===== src/rtl/flag_crossing_scheduler.sv =====
// rtl/flag_crossing_scheduler.sv - shares one spaced single-cycle flag channel between N_REQ requesters
// Build macro FLAG_CROSSING_SCHEDULER_FIXED_PRIO_EN selects fixed priority instead of round-robin.
module flag_crossing_scheduler #(
  parameter int N_REQ     = 4,
  parameter int CNT_WIDTH = 4,
  parameter int GAP       = 4,
  parameter int ID_WIDTH  = $clog2(N_REQ)
) (
  input  logic                CLK,
  input  logic                RST_N,
  input  logic                ENABLE,
  input  logic [N_REQ-1:0]    FLAG_IN,
  input  logic                CLEAR_OVERFLOW,
  output logic                FLAG_OUT,
  output logic [ID_WIDTH-1:0] FLAG_ID,
  output logic [N_REQ-1:0]    PENDING,
  output logic [N_REQ-1:0]    OVERFLOW,
  output logic                BUSY
);

  localparam logic [0:0] ST_IDLE  = 1'b0;
  localparam logic [0:0] ST_GUARD = 1'b1;

  // GUARD lasts GAP-1 cycles, so the down-counter is loaded with GAP-2
  localparam int              GW         = (GAP > 2) ? $clog2(GAP - 1) : 1;
  localparam logic [GW-1:0]   GUARD_LOAD = (GAP > 2) ? GW'(GAP - 2) : '0;
  localparam logic [CNT_WIDTH-1:0] CNT_MAX = '1;

  logic [0:0]           state;
  logic [GW-1:0]        guard_cnt;
  logic [CNT_WIDTH-1:0] cnt [N_REQ];
  logic [ID_WIDTH-1:0]  winner;
  logic                 found;
  logic                 grant;
  logic [N_REQ-1:0]     dec_vec;
  logic [N_REQ-1:0]     ovf_set;

`ifndef FLAG_CROSSING_SCHEDULER_FIXED_PRIO_EN
  logic [ID_WIDTH-1:0]  rr_ptr;
`endif

  always_comb begin
    for (int i = 0; i < N_REQ; i++) begin
      PENDING[i] = (cnt[i] != '0);
    end
  end

  always_comb begin
    winner = '0;
    found  = 1'b0;
    for (int k = 0; k < N_REQ; k++) begin
`ifdef FLAG_CROSSING_SCHEDULER_FIXED_PRIO_EN
      if (!found && PENDING[k]) begin
        found  = 1'b1;
        winner = ID_WIDTH'(k);
      end
`else
      if (!found && PENDING[(int'(rr_ptr) + k) % N_REQ]) begin
        found  = 1'b1;
        winner = ID_WIDTH'((int'(rr_ptr) + k) % N_REQ);
      end
`endif
    end
  end

  assign grant = (state == ST_IDLE) && ENABLE && found;
  assign BUSY  = (|PENDING) || (state == ST_GUARD);

  always_comb begin
    dec_vec = '0;
    ovf_set = '0;
    for (int i = 0; i < N_REQ; i++) begin
      dec_vec[i] = grant && (winner == ID_WIDTH'(i));
      ovf_set[i] = FLAG_IN[i] && !dec_vec[i] && (cnt[i] == CNT_MAX);
    end
  end

  always_ff @(posedge CLK or negedge RST_N) begin
    if (!RST_N) begin
      for (int i = 0; i < N_REQ; i++) begin
        cnt[i] <= '0;
      end
      OVERFLOW <= '0;
    end else begin
      for (int i = 0; i < N_REQ; i++) begin
        if (FLAG_IN[i] && !dec_vec[i] && (cnt[i] != CNT_MAX)) begin
          cnt[i] <= cnt[i] + 1'b1;
        end else if (dec_vec[i] && !FLAG_IN[i]) begin
          cnt[i] <= cnt[i] - 1'b1;
        end
      end
      // a drop in the same cycle as a clear keeps the sticky bit set
      OVERFLOW <= ovf_set | (OVERFLOW & ~{N_REQ{CLEAR_OVERFLOW}});
    end
  end

  always_ff @(posedge CLK or negedge RST_N) begin
    if (!RST_N) begin
      state     <= ST_IDLE;
      guard_cnt <= '0;
      FLAG_OUT  <= 1'b0;
      FLAG_ID   <= '0;
`ifndef FLAG_CROSSING_SCHEDULER_FIXED_PRIO_EN
      rr_ptr    <= '0;
`endif
    end else begin
      FLAG_OUT <= grant;
      if (grant) begin
        FLAG_ID <= winner;
`ifndef FLAG_CROSSING_SCHEDULER_FIXED_PRIO_EN
        rr_ptr  <= ID_WIDTH'((int'(winner) + 1) % N_REQ);
`endif
      end
      case (state)
        ST_IDLE: begin
          if (grant && (GAP > 1)) begin
            state     <= ST_GUARD;
            guard_cnt <= GUARD_LOAD;
          end
        end
        ST_GUARD: begin
          if (guard_cnt == '0) begin
            state <= ST_IDLE;
          end else begin
            guard_cnt <= guard_cnt - 1'b1;
          end
        end
        default: state <= ST_IDLE;
      endcase
    end
  end

endmodule


===== config.mk =====
export PLATFORM = sky130hd
export DESIGN_NAME = flag_crossing_scheduler
export DESIGN_NICKNAME = d
export VERILOG_FILES = /design/src/rtl/flag_crossing_scheduler.sv
export SDC_FILE = /design/constraint.sdc
export NUM_CORES = 1
export LEC_CHECK = 0
export CORE_MARGIN = 2
export CORE_UTILIZATION = 40
export CTS_BUF_LIST = sky130_fd_sc_hd__clkbuf_4
export DETAILED_ROUTE_END_ITERATION = 10
export PLACE_DENSITY_LB_ADDON = 0.12
export SYNTH_ARGS = -nofsm -noshare
export SYNTH_HDL_FRONTEND = slang
export SYNTH_SLANG_ARGS = --single-unit

===== constraint.sdc =====
create_clock -name CLK -period 5.4 [get_ports CLK]
set_input_delay 1.08 -clock CLK [delete_from_list [all_inputs] [get_ports CLK]]
set_output_delay 1.08 -clock CLK [all_outputs]
set_load 0.01 [all_outputs]

==> out/qor.csv, run 1 <==
stage,metric,value,unit
placed_design,I/O Buffers,19,
routing,initial detailed-routing violation count,46,
worst_setup_path,worst-path maximum fanout,10,
worst_setup_path,Max stage delay on crit path,660,ps
clocking,CTS Sinks,28,
sta,RSZ-0062 raised after global routing,false,
sta,Fin. Hold Viols,0,
final_layout,Layout area overhead,13.5,%
final_layout,layout cells sized above 1,9.64,%
routing,DRC viols,0,
final_layout,nets,220,
clocking,TritonCTS clock tree,yes,
die,Starting Density,41.9,%
final_layout,most frequent cells in the layout,"dfrtp_1 (28), nand2_1 (19), clkdlybuf4s50_1 (19)",
worst_setup_path,WP data arrival,4130,ps
yosys,synthesized area,1850,um2
yosys,Post-synth EDFFs,0,
pwr,worst vdd ir,0.175,mV
global_routing,total track usage,15.7,%
sta,Slew HR,53.3,%
yosys,yosys warns,0,
global_routing,initial antenna violation count,0,
yosys,Synth cell types,55,
global_routing,largest net degree at the start of global routing,29,
yosys,register area share after synthesis,37.9,%
worst_setup_path,crit-path cells,nor4_1 > inv_1 > o41ai_4 > a211o_2 > nand3_1 > ha_1 > a21o_2 > a21oi_1 > a311oi_1 > or4_1,
sta,skew final,8.01,ps
routing,antenna-violating nets left,0,
die,Die Ht,72.0,um
sta,worst slew pin tran,693,ps
routing,routed len/inst,14.5,um
sta,minimum clock period,3920,ps
pwr,Leakage Power,0.956,nW
worst_setup_path,Setup crit end kind,flop,
worst_setup_path,slowest CP cell,nor4_1,
clocking,clock root buffer,clkbuf_4,
routing,final wirelength,3610,um
global_routing,GRT overflow,0,
die,Ports,20,
clocking,H-tree levels,1,
sta,Max Clk Rate,0.255,GHz
routing,DR pass1 iterations,4,
clocking,hold_buf cts,0,
sta,Final Setup Violations,0,
pwr,power per cell area,558,nW/um2
yosys,Post-Synthesis Cells,180,
placed_design,gp weighted congestion,0.839,
worst_setup_path,type of origin of the critical path,flop,
die,die outline width,72.0,um
routing,Via Count,1420,
sta,final worst-path cycle share,72.7,%
die,Core ar.,4410,um2
hold_path,Worst Hold Class,reg2reg,
worst_setup_path,Crit path required time,5610,ps
status,status,"complete, no violations",
global_routing,first-pass GRT wire length,6570,um
final_layout,ANT cells,0,
yosys,Mapped Nets,201,
yosys,Synth Register Bits,28,
global_routing,vias in the first global route,1421,
clocking,post-CTS setup buffers,0,
clocking,Max Buffers Root-to-Sink,2,
sta,setup TNS,0,ps
yosys,asr flop ratio synth,100,%
flow_run,Max-Cap Viols,0,
clocking,worst skew pair latency,330,ps
final_layout,"most common cell after layout, fill and taps aside",dfrtp_1,
final_layout,final core utilization,47.6,%
placed_design,HPWL after DPL,2720,um
sta,final max-slew violation count,0,
die,die area,5190,um2
yosys,syn_area_per_cell,10.3,um2
routing,vias per std cell,5.70,
clocking,CTS resizes,0,
final_layout,Fillers,415,
clocking,clk slew on worst S/H paths,150,ps
worst_setup_path,critical path class,reg2reg,
clocking,CTS buffer count,3,
die,Site Rows,24,
yosys,Synth Flop Type,dfrtp_1,
critical path, delay by kind of cell (launching register included):
kind            cells  cell delay (ps)
fa+ha+maj           1              310
buf+inv             1              270
simple gates        3             1310
flops               1              480
compound gates      5             1440
per-layer routing:
layer	track usage, %	vias up	part of all wire (%)
met4	4.61	0	1.2
li1	-	689	-
met2	24.7	23	45
met3	1.94	5	2.7
met5	0	-	0
met1	22.8	703	51
area by class of cell:
class	instances	area, um2	area share [%]
Clock buffer	3	22.5	1.07
Inverter	13	48.8	2.32
Multi-Input combinational cell	133	1070	50.7
Sequential cell	28	701	33.4
Tap cell	52	65.1	3.10
Timing Repair Buffer	20	198	9.41
cell families after synthesis:
kind of cell             share of synthesized area, %
AND/OR/NAND/NOR                                  16.8
AO/OA/AOI/OAI                                    17.4
flip-flops                                       37.9
buffers and inverters                            4.53
multiplexers                                     7.71
adder cells (fa/ha/maj)                          10.4
XOR/XNOR                                         5.21
cells in the mapped netlist, types with 2 or more instances:
cell type | n | area (um2)
nand2_1 | 19 | 71.3
mux2_2 | 2 | 22.5
dfrtp_1 | 28 | 701
nor2b_1 | 2 | 12.5
nand3_1 | 6 | 30.0
a22oi_1 | 2 | 15.0
a21oi_1 | 3 | 15.0
a21o_1 | 5 | 37.5
nand4_1 | 4 | 25.0
or4_1 | 3 | 22.5
inv_1 | 12 | 45.0
ha_1 | 9 | 113
o21a_1 | 2 | 15.0
fa_1 | 4 | 80.1
a2bb2oi_1 | 4 | 35.0
o211ai_1 | 2 | 15.0
o22ai_1 | 6 | 37.5
mux2i_1 | 9 | 90.1
and2_1 | 2 | 12.5
nor3_1 | 2 | 10.0
mux2_4 | 2 | 30.0
xor2_1 | 6 | 52.6
o21ai_0 | 3 | 15.0
clkbuf_1 | 2 | 7.51
nor4_1 | 2 | 12.5
nor2_1 | 6 | 22.5
xnor2_1 | 5 | 43.8
metrics by stage:
| stage | total power [mW] | hold WS (ps) | cell area, um2 | worst slack (ps) | cells |
|---|---|---|---|---|---|
| 6_report | 1.17 | 509 | 2100 | 1480 | 249 |
| 5_1_grt | 1.30 | 547 | 2100 | 1060 | 249 |
| 4_1_cts | 1.19 | 523 | 2100 | 1450 | 249 |
| 3_5_place_dp | 1.09 | 476 | 2080 | 1480 | 246 |
| 3_3_place_gp | 1.06 | 473 | 2080 | 1610 | 246 |
| 2_1_floorplan | 0.934 | 460 | 1850 | 2000 | 180 |
flip-flops by register name (all words and copies together) (netlist names):
signal and cells:
cnt 16, OVERFLOW 4, FLAG_ID 2, guard_cnt 2, rr_ptr 2, FLAG_OUT 1
state 1
worst paths after layout:
check                                start         end  slack, ps  cells past startpoint
worst max register to register      cnt[4]     cnt[15]       1480                     10
worst min register to register  FLAG_ID[0]  FLAG_ID[0]        510                      2
worst max-delay path                cnt[4]     cnt[15]       1480                     10
min in group asynchronous            RST_N   rr_ptr[0]       1110                      2
max in group asynchronous            RST_N   rr_ptr[1]       4020                      2
worst min-delay path            FLAG_ID[0]  FLAG_ID[0]        510                      2
power breakdown:
part           total, mW  leakage, nW  switching (mW)  internal, mW
clock network     0.0852       0.0138          0.0590        0.0262
logic              0.661        0.605           0.325         0.336
registers          0.427        0.337           0.118         0.309
(Power assumes the default switching activity.)
==> inputs of run 2 (changes only) <==
- clock period: 5.4 -> 3.8 ns (I/O delays scaled with it)
==> run 2 against run 1 <==
Fmax is 7.9% higher. Flip-flop and latch count stayed put. Combinational power is 48% higher. Clock power is 50% higher. Global-route usage is 0.17 points higher. Non-clock buffer count is 4 higher. Setup slack worse by 1300 ps.
==> out/qor.csv, run 2 (synthesis gave the netlist of run 1 again) <==
stage,metric,value,unit,change
worst_setup_path,worst-path maximum fanout,7,,was 10
placed_design,Placed Area,2100,um2,was 2080 um2
die,Site Rows,24,,unchanged
die,die outline width,72.0,um,unchanged
worst_setup_path,type of origin of the critical path,flop,,unchanged
routing,routed len/inst,15.2,um,was 14.5 um
status,status,"complete, no violations",,unchanged
pwr,P_int,0.978,mW,was 0.671 mW
pwr,total chip power,1.72,mW,was 1.17 mW
pwr,Flop pwr share,35.7,%,was 36.4%
sta,worst slew pin tran,478,ps,was 693 ps
pwr,Comb pwr share,56.8,%,was 56.3%
placed_design,HPWL after DPL,2910,um,was 2720 um
global_routing,GRT overflow,0,,unchanged
die,Die Ht,72.0,um,unchanged
pwr,Leakage Power,0.979,nW,was 0.956 nW
sta,Fin. Hold Viols,0,,unchanged
routing,final wirelength,3870,um,was 3610 um
clocking,clock root buffer,clkbuf_4,,unchanged
clocking,CTS Sinks,28,,unchanged
pwr,Clock power frac,7.4,%,was 7.3%
die,Starting Density,41.9,%,unchanged
pwr,sw power,0.745,mW,was 0.501 mW
clocking,hold_buf cts,0,,unchanged
clocking,worst skew pair latency,330,ps,about the same
global_routing,largest net degree at the start of global routing,29,,unchanged
sta,minimum clock period,3640,ps,was 3920 ps
die,Core ar.,4410,um2,unchanged
worst_setup_path,WP data arrival,3850,ps,was 4130 ps
flow_run,Max-Cap Viols,0,,unchanged
final_layout,Layout area overhead,15.8,%,was 13.5%
routing,vias per std cell,5.62,,was 5.70
final_layout,nets,224,,was 220
routing,Via Count,1428,,was 1420
final_layout,Biggest register,cnt,,unchanged
pwr,worst vdd ir,0.294,mV,was 0.175 mV
sta,Slew HR,67.9,%,was 53.3%
sta,final max-slew violation count,0,,unchanged
clocking,clk slew on worst S/H paths,150,ps,about the same
final_layout,fin area,2140,um2,was 2100 um2
global_routing,vias in the first global route,1416,,was 1421
pwr,switching share of power,43.2,%,was 42.8%
sta,Final Setup Violations,0,,unchanged
clocking,H-tree levels,1,,unchanged
global_routing,initial antenna violation count,0,,unchanged
die,die area,5190,um2,unchanged
sta,final worst-path cycle share,95.7,%,was 72.7%
routing,DRC viols,0,,unchanged
final_layout,layout cells sized above 1,11.4,%,was 9.64%
routing,antenna-violating nets left,0,,unchanged
routing,initial detailed-routing violation count,49,,was 46
final_layout,ANT cells,0,,unchanged
worst_setup_path,Setup crit end kind,flop,,unchanged
placed_design,gp weighted congestion,0.911,,was 0.839
global_routing,first-pass GRT wire length,6590,um,was 6570 um
worst_setup_path,Crit path required time,4010,ps,was 5610 ps
worst_setup_path,critical path class,reg2reg,,unchanged
clocking,CTS buffer count,3,,unchanged
final_layout,"most common cell after layout, fill and taps aside",dfrtp_1,,unchanged
sta,Max Clk Rate,0.275,GHz,was 0.255 GHz
final_layout,Regs by FF count,"cnt: 16 flops, OVERFLOW: 4 flops",,unchanged
clocking,TritonCTS clock tree,yes,,unchanged
global_routing,total track usage,15.9,%,was 15.7%
die,Ports,20,,unchanged
clocking,Max Buffers Root-to-Sink,2,,unchanged
final_layout,Fillers,434,,was 415
worst_setup_path,register-to-register path setup slack,160,ps,was 1480 ps
final_layout,max reg flops,16,,unchanged
routing,DR pass1 iterations,4,,unchanged
final_layout,most frequent cells in the layout,"dfrtp_1 (28), nand2_1 (19), clkdlybuf4s50_1 (19)",,unchanged
placed_design,I/O Buffers,19,,unchanged
sta,skew final,7.55,ps,was 8.01 ps
pwr,power per cell area,804,nW/um2,was 558 nW/um2
hold_path,Worst Hold Class,reg2reg,,unchanged
## run 2: changes by cell type in the layout (fill, tap and decap cells not counted), sizes merged
| cell | before | now |
|---|---|---|
| buf | 1 | 5 |
| clkinv | 0 | 1 |
## run 2: final cells by class
| class | instances | area [um2] | area share [%] |
|---|---|---|---|
| Sequential cell | 28 | 701 | 32.7 |
| Timing Repair Buffer | 24 | 228 | 10.6 |
| Tap cell | 52 | 65.1 | 3.04 |
| Inverter | 13 | 48.8 | 2.28 |
| Multi-Input combinational cell | 133 | 1070 | 50.1 |
| Clock inverter | 1 | 3.75 | 0.175 |
| Clock buffer | 3 | 22.5 | 1.05 |
## run 2: critical path, stage by stage, from the launching register on
cell	delay, ps
dfrtp_1	470
or4_1	720
o41ai_4	530
a211o_2	260
nand3_1	160
ha_1	310
a21o_2	210
a21oi_1	280
a311oi_1	90
or4_1	490
## run 2: path summary, 6_finish.rpt
path / startpoint / to / cells after the start
worst min-delay path: FLAG_ID[1] / FLAG_ID[1] / 2
max in group asynchronous: RST_N / rr_ptr[0] / 2
worst min register to register: FLAG_ID[1] / FLAG_ID[1] / 2
worst max-delay path: cnt[9] / cnt[15] / 9
worst max register to register: cnt[9] / cnt[15] / 9
min in group asynchronous: RST_N / OVERFLOW[1] / 2
## run 2: metal layers
metal | GRT usage [%] | part of all wire [%] | vias up
met3 | 1.94 | 5.6 | 2
met4 | 4.61 | 0.49 | 0
met1 | 22.4 | 47 | 686
met5 | 0 | 0 | -
li1 | - | - | 700
met2 | 25.9 | 47 | 40
## run 2: power groups by stage
| stage | registers, mW | clock network, mW | logic [mW] |
|---|---|---|---|
| 6_report | 0.616 | 0.128 | 0.979 |
| 5_1_grt | 0.645 | 0.147 | 1.10 |
| 4_1_cts | 0.607 | 0.134 | 0.981 |
| 3_5_place_dp | 0.614 | 0 | 0.974 |
| 3_3_place_gp | 0.603 | 0 | 0.926 |
| 2_1_floorplan | 0.579 | 0 | 0.747 |
## run 2: per-stage QoR
stage	hold WS, ps	std cells	setup slack, ps	setup TNS [ps]	util [%]
6_report	509	254	165	0	48.6
5_1_grt	533	254	-23.6	-23.6	48.6
4_1_cts	514	253	144	0	48.2
3_5_place_dp	468	249	187	0	47.6
3_3_place_gp	462	249	307	0	47.6
2_1_floorplan	460	180	404	0	-
## run 2: timing repair
| action | 4_1_cts | 5_1_grt |
|---|---|---|
| endpoints found under the setup margin | 0 | 2 |
| buffers inserted | 0 | 1 |
| gates resized for setup | 0 | 1 |
